===== src/rtl/alpha_rst_pkg.sv =====
`default_nettype none
// ============================================================================
//  alpha_rst_pkg
//  Shared state and reset-cause encodings for the alpha reset sequencer.
//  Revision: 1.0
// ============================================================================
package alpha_rst_pkg;

   typedef enum logic [1:0] {
      ASSERT  = 2'd0,
      STRETCH = 2'd1,
      RELEASE = 2'd2,
      RUN     = 2'd3
   } rst_state_e;

   typedef enum logic [1:0] {
      CAUSE_POR = 2'b00,
      CAUSE_SW  = 2'b01,
      CAUSE_WDT = 2'b10
   } rst_cause_e;

endpackage
`default_nettype wire


===== src/rtl/alpha_rst_sync.sv =====
`default_nettype none
// ============================================================================
//  alpha_rst_sync
//  Reset-release synchroniser: asserts asynchronously, releases after SYNC_STAGES edges.
//  Revision: 1.0
// ============================================================================
module alpha_rst_sync #(
   parameter int SYNC_STAGES = 2
) (
   input  logic clk,
   input  logic reset,
   output logic rst_sync
);

   logic [SYNC_STAGES-1:0] r_chain;

   always_ff @(posedge clk or negedge reset) begin
      if (!reset) begin
         r_chain <= '0;
      end else begin
         r_chain <= {r_chain[SYNC_STAGES-2:0], 1'b1};
      end
   end

   assign rst_sync = r_chain[SYNC_STAGES-1];

endmodule
`default_nettype wire


===== src/rtl/alpha_reset_sequencer.sv =====
`default_nettype none
// ============================================================================
//  alpha_reset_sequencer
//  Synchronised POR, stretch, staggered channel release, SW reset and watchdog.
//  Revision: 1.0
// ============================================================================
module alpha_reset_sequencer
   import alpha_rst_pkg::*;
#(
   parameter int NUM_CH      = 4,
   parameter int SYNC_STAGES = 2,
   parameter int STRETCH     = 4,
   parameter int STAGGER     = 2,
   parameter int WDT_W       = 16
) (
   input  logic              clk,
   input  logic              reset,
   input  logic              sw_rst_req,
   input  logic              wdt_en,
   input  logic              wdt_kick,
   input  logic [WDT_W-1:0]  wdt_limit,
   output logic [NUM_CH-1:0] rst_out,
   output logic              ready,
   output logic [1:0]        cause,
   output logic [WDT_W-1:0]  wdt_count
);

   localparam int c_CNT_MAX = (STRETCH > STAGGER) ? STRETCH : STAGGER;
   localparam int c_CNT_W   = $clog2(c_CNT_MAX + 1);
   localparam int c_IDX_W   = (NUM_CH > 1) ? $clog2(NUM_CH) : 1;

   rst_state_e          r_state,   w_state_nxt;
   rst_cause_e          r_cause,   w_cause_nxt;
   logic [c_CNT_W-1:0]  r_cnt,     w_cnt_nxt;
   logic [c_IDX_W-1:0]  r_idx,     w_idx_nxt;
   logic [NUM_CH-1:0]   r_rst_out, w_rst_out_nxt;
   logic [WDT_W-1:0]    r_wdt_cnt, w_wdt_nxt;
   logic                w_rst_sync;
   logic                w_wdt_active;
   logic                w_wdt_expire;
   logic                w_sw_trig;

   alpha_rst_sync #(
      .SYNC_STAGES (SYNC_STAGES)
   ) u_sync (
      .clk      (clk),
      .reset    (reset),
      .rst_sync (w_rst_sync)
   );

   always_ff @(posedge clk or negedge reset) begin
      if (!reset) begin
         r_state   <= alpha_rst_pkg::ASSERT;
         r_cause   <= CAUSE_POR;
         r_cnt     <= '0;
         r_idx     <= '0;
         r_rst_out <= '1;
         r_wdt_cnt <= '0;
      end else begin
         r_state   <= w_state_nxt;
         r_cause   <= w_cause_nxt;
         r_cnt     <= w_cnt_nxt;
         r_idx     <= w_idx_nxt;
         r_rst_out <= w_rst_out_nxt;
         r_wdt_cnt <= w_wdt_nxt;
      end
   end

   always_comb begin
      w_state_nxt   = r_state;
      w_cause_nxt   = r_cause;
      w_cnt_nxt     = r_cnt;
      w_idx_nxt     = r_idx;
      w_rst_out_nxt = r_rst_out;
      w_wdt_nxt     = '0;

      w_wdt_active = (r_state == alpha_rst_pkg::RUN) && wdt_en && (wdt_limit != '0);
      // A kick on the expiry edge wins over the timeout.
      w_wdt_expire = w_wdt_active && !wdt_kick && (r_wdt_cnt == wdt_limit);
      w_sw_trig    = sw_rst_req && (r_state != alpha_rst_pkg::ASSERT);

      if (w_sw_trig || w_wdt_expire) begin
         w_state_nxt   = alpha_rst_pkg::ASSERT;
         w_cause_nxt   = w_sw_trig ? CAUSE_SW : CAUSE_WDT;
         w_rst_out_nxt = '1;
         w_cnt_nxt     = '0;
         w_idx_nxt     = '0;
      end else begin
         case (r_state)
            alpha_rst_pkg::ASSERT: begin
               w_rst_out_nxt = '1;
               if (w_rst_sync) begin
                  w_state_nxt = alpha_rst_pkg::STRETCH;
                  w_cnt_nxt   = c_CNT_W'(STRETCH - 1);
               end
            end
            alpha_rst_pkg::STRETCH: begin
               if (r_cnt == '0) begin
                  w_rst_out_nxt[0] = 1'b0;
                  if (NUM_CH == 1) begin
                     w_state_nxt = alpha_rst_pkg::RUN;
                  end else begin
                     w_state_nxt = alpha_rst_pkg::RELEASE;
                     w_idx_nxt   = c_IDX_W'(1);
                     w_cnt_nxt   = c_CNT_W'(STAGGER - 1);
                  end
               end else begin
                  w_cnt_nxt = r_cnt - 1'b1;
               end
            end
            alpha_rst_pkg::RELEASE: begin
               if (r_cnt == '0) begin
                  w_rst_out_nxt[r_idx] = 1'b0;
                  if (r_idx == c_IDX_W'(NUM_CH - 1)) begin
                     w_state_nxt = alpha_rst_pkg::RUN;
                  end else begin
                     w_idx_nxt = r_idx + 1'b1;
                     w_cnt_nxt = c_CNT_W'(STAGGER - 1);
                  end
               end else begin
                  w_cnt_nxt = r_cnt - 1'b1;
               end
            end
            default: begin
               // Saturating count so a late limit change can never wrap it.
               if (w_wdt_active) begin
                  if (wdt_kick) begin
                     w_wdt_nxt = '0;
                  end else if (r_wdt_cnt != '1) begin
                     w_wdt_nxt = r_wdt_cnt + 1'b1;
                  end else begin
                     w_wdt_nxt = r_wdt_cnt;
                  end
               end
            end
         endcase
      end
   end

   assign rst_out   = r_rst_out;
   assign ready     = (r_state == alpha_rst_pkg::RUN);
   assign cause     = r_cause;
   assign wdt_count = r_wdt_cnt;

endmodule
`default_nettype wire


===== config.mk =====
export PLATFORM = sky130hd
export DESIGN_NAME = alpha_reset_sequencer
export DESIGN_NICKNAME = d
export VERILOG_FILES = /design/src/rtl/alpha_rst_pkg.sv /design/src/rtl/alpha_rst_sync.sv /design/src/rtl/alpha_reset_sequencer.sv
export SDC_FILE = /design/constraint.sdc
export NUM_CORES = 1
export LEC_CHECK = 0
export CORE_AREA = 10 10 94 96
export CTS_CLUSTER_DIAMETER = 40
export DETAILED_ROUTE_END_ITERATION = 6
export DIE_AREA = 0 0 104 106
export MAX_ROUTING_LAYER = met4
export SLEW_MARGIN = 10
export SYNTH_ARGS = -nofsm -noshare
export SYNTH_HDL_FRONTEND = slang
export SYNTH_HIERARCHICAL = 1
export SYNTH_SLANG_ARGS = --single-unit

===== constraint.sdc =====
create_clock -name clk -period 1.91 [get_ports clk]
set_clock_uncertainty 0.15 [all_clocks]
set_input_delay 0.191 -clock clk [delete_from_list [all_inputs] [get_ports clk]]
set_output_delay 0.191 -clock clk [all_outputs]
set_load 0.1 [all_outputs]

==> out/results.ini <==
[detailed_routing]
drt.antenna.violating_nets=0
viasPerCell=4.77
number_of_drc_markers_in_iteration_0=46
routed_wire_length_um=5920
count_of_unresolved_drc_violations_after_routing=0
routed_wirelength_normalized_by_instance_count_um=15.4
via_count=1830
drtPass1Iterations=4

[placement]
placement.io_buffers=43
dp_slack_ns=-0.0950
dpl.cell_count=371
placed_cell_area_um2=3040
post-dp-hpwl_um=4550
gpl.final_weighted_congestion=0.831

[cts]
clk_path_buf_depth=2
clkTransAtPathRegs_ns=0.07
clk_latency_ns=0.29
cts_made_buffers=5
cts.sink_count=31
tritoncts=built
cts_root_buffer=sky130_fd_sc_hd__clkbuf_8
ctsHtreeMaxLevel=2

[pwr]
clkPwrFrac_pct=21.2
combinational_share_of_power_pct=44.8
p_int_mw=1.48
seqPwrFrac_pct=34.0
switching_fraction_pct=37.6
power.total_mw=2.37
vdd_drop_max_mv=0.309
p_leak_nw=1.29
total_switching_power_uw=891
power_density_nw_per_um2=729

[finish]
finish.utilization_pct=46.1
antenna-diode-count=0
nets=316
layout_cell_share_with_drive_strength_beyond_1_pct=40.0
final_area_um2=3250
fillerInstances=667
multiInputGateArea_um2=1300
layout.cells.non_filler=384
sequential_cell_area_um2=842
syn_to_final_growth_pct=60.9

[sta]
max_freq_mhz=528
hold_slack_ns=0.151
timing.final.max_slew_violations=0
setup-violations-final=0
rsz_0062_raised_after_global_routing=yes
final_period_util_pct=99.1
final_worst_setup_slack_ns=0.0172
layout_min_cycle_time_ns=1.89
totalNegativeSetupSlack_ns=0
final_report_hold_violation_count=0

[global_route]
via_count_of_the_first_global_routing_pass=1931
grt_util_all_layers_pct=10.8
global_route_wire_length_before_repair_um=9570
number_of_antenna_violations_at_the_first_check_in_global_routing=0
largest_net_degree_at_the_start_of_global_routing=32
grt.overflow.total=0

[synth]
ys.flop_type=sky130_fd_sc_hd__dfrtp_1
syn_nets=242
number_of_enable_type_register_cells_in_the_synthesized_netlist=0
number_of_distinct_library_cells_after_synthesis=50
syn_area_per_cell_um2=9.63
synth.top_cell.area_share_pct=33.4
cell_types_occupying_the_most_area_after_synthesis=sky130_fd_sc_hd__dfrtp_1 (33%), sky130_fd_sc_hd__xnor2_1 (9.1%), sky130_fd_sc_hd__ha_1 (6.8%), sky130_fd_sc_hd__dfstp_2 (5.2%), sky130_fd_sc_hd__nor2_1 (3.9%)
cell_type_contributing_the_most_total_cell_area_after_synthesis=sky130_fd_sc_hd__dfrtp_1
postSynthCellCount=210
synth_area_um2=2020
async_flop_share_pct=100
synth-seq-area-share_pct=38.6
ys_warn_count=6
synth_seq_cells=31

[critical_path]
critical_path.n_buffers_inverters=1
critical_path.max_stage_delay_ns=0.52
timing.critical_path.from_type=register
worst-endpoint-required_ns=1.91
setup.worst_path.class=register to register
worst-path-max-fanout=6
critical-path-top-delay-family=simple AND/OR/NAND/NOR gates
worst-path-stages=6
end_kind=register
worst_r2r_path_depth=6
arrival_ns=1.90
critical-path-slowest-cell=sky130_fd_sc_hd__dfrtp_4
crit_path_cell_trace=xnor2_1 -> nand4_1 -> nor4_4 -> buf_4 -> and3_4 -> a2111oi_2

[outcome]
outcome=finished, final reports clean

[flow_run]
maxCapViolations=0

[floorplanning]
die_h_um=106
die_width_um=104
coreArea_um2=7060
rows=31
initial_utilization_pct=28.7
io-pin-count=44
fp.dieArea_um2=11000

[hold_path]
hold_path.class=input pin to asynchronous set/reset pin

==> final timing paths <==
path	from	endpoint	slack [ns]
hold / removal	reset	wdt_count[1]$_DFFE_PN0P_	0.15
max in group asynchronous	reset	wdt_count[10]$_DFFE_PN0P_	1.12
setup reg to reg	wdt_count[3]$_DFFE_PN0P_	r_idx[0]$_DFFE_PN0P_	0.02
hold reg to reg	u_sync/r_chain[0]$_DFF_PN0_	u_sync/r_chain[1]$_DFF_PN0_	0.20
setup / recovery	wdt_count[3]$_DFFE_PN0P_	r_idx[0]$_DFFE_PN0P_	0.02
min in group clk	u_sync/r_chain[0]$_DFF_PN0_	u_sync/r_chain[1]$_DFF_PN0_	0.20
==> synthesized netlist by cell type (2+ instances only) <==
library cell and instances:
sky130_fd_sc_hd__dfrtp_1 27, sky130_fd_sc_hd__nor2_1 21, sky130_fd_sc_hd__xnor2_1 21, sky130_fd_sc_hd__nand2_1 15
sky130_fd_sc_hd__ha_1 11, sky130_fd_sc_hd__a21oi_1 9, sky130_fd_sc_hd__inv_1 9, sky130_fd_sc_hd__nor3_1 8
sky130_fd_sc_hd__nand3_1 7, sky130_fd_sc_hd__nand4_1 7, sky130_fd_sc_hd__a31oi_1 4, sky130_fd_sc_hd__dfstp_2 4
sky130_fd_sc_hd__nand2b_1 4, sky130_fd_sc_hd__nor4_1 4, sky130_fd_sc_hd__o21ai_0 4, sky130_fd_sc_hd__or3_1 4
sky130_fd_sc_hd__buf_2 3, sky130_fd_sc_hd__mux2i_1 3, sky130_fd_sc_hd__nor2b_1 3, sky130_fd_sc_hd__a211oi_1 2
sky130_fd_sc_hd__a22oi_1 2, sky130_fd_sc_hd__a311oi_1 2, sky130_fd_sc_hd__and3_4 2, sky130_fd_sc_hd__and4_1 2
sky130_fd_sc_hd__clkbuf_1 2, sky130_fd_sc_hd__nand4_4 2, sky130_fd_sc_hd__nor3_4 2, sky130_fd_sc_hd__nor3b_1 2
sky130_fd_sc_hd__o21a_1 2, sky130_fd_sc_hd__o21ai_1 2
==> registers in the layout, summed over array words and instances (netlist names) <==
signal,flops
r_cnt,3
cause,2
r_state,2
rst_out,4
u_sync/r_chain,2
wdt_count,16
r_idx,2
==> worst register-to-register path: stages (launching register included) <==
cell                        delay, ns
sky130_fd_sc_hd__dfrtp_4         0.52
sky130_fd_sc_hd__xnor2_1         0.16
sky130_fd_sc_hd__nand4_1         0.16
sky130_fd_sc_hd__nor4_4          0.32
sky130_fd_sc_hd__buf_4           0.17
sky130_fd_sc_hd__and3_4          0.24
sky130_fd_sc_hd__a2111oi_2       0.05
==> cells by family after synthesis <==
| group | count (synthesis) | share of synthesized area [%] |
|---|---|---|
| muxes | 3 | 1.48 |
| xor gates and xnor gates | 22 | 9.52 |
| other | 1 | 0.185 |
| AOI/OAI and AO/OA | 37 | 12.7 |
| adders and majority gates | 11 | 6.80 |
| and+or+nand+nor | 89 | 27.0 |
| DFF | 31 | 38.6 |
| buffers and inverters | 16 | 3.71 |
==> per-layer routing <==
layer  wire (µm)  vias up  track usage, %
met1        2830      875            13.3
met2        2760       44            17.0
li1            -      904               -
met3         277        7            3.38
met5           0        -               -
met4          51        0            2.39
==> cell usage in the layout (no fill, tap or decap), drive strengths merged, types with 2 or more instances in the layout <==
master	Yosys	routed
buf	5	53
dfrtp	27	27
nor2	21	21
xnor2	21	21
clkdlybuf4s50	0	20
nand2	15	15
ha	11	11
nor3	11	11
a21oi	10	10
inv	9	9
nand4	9	9
clkbuf	2	8
nand3	7	7
o21ai	6	6
nor4	5	5
a31oi	4	4
nand2b	4	4
dfstp	4	4
and3	3	4
or3	4	4
mux2i	3	3
nor2b	3	3
and4	2	2
a211oi	2	2
o21a	2	2
a22oi	2	2
a311oi	2	2
nor3b	2	2
==> power by group through the flow <==
stage | Sequential [mW] | Combinational [mW] | Clock (mW)
floorplan | 0.865 | 0.582 | 0
global placement | 0.810 | 0.962 | 0
detailed placement | 0.815 | 0.983 | 0
CTS | 0.802 | 0.988 | 0.520
global route | 0.818 | 1.16 | 0.550
finish | 0.807 | 1.06 | 0.503
==> final cells by class <==
class                   count  area share [%]
well taps                  99            3.81
repair buffers             73            26.8
multi-input cells         164            40.0
flip-flops and latches     31            25.9
clock buffers               8            2.46
inverters                   9            1.04
==> what timing repair did <==
action | in CTS | in global routing
setup endpoints to repair | 3 | 29
pin swaps | 0 | 5
gates resized for setup | 1 | 19
cloned | 0 | 1
buffers inserted | 0 | 4
hold buffers | 0 | 0
No activity file was read; power rests on OpenSTA's default activity.
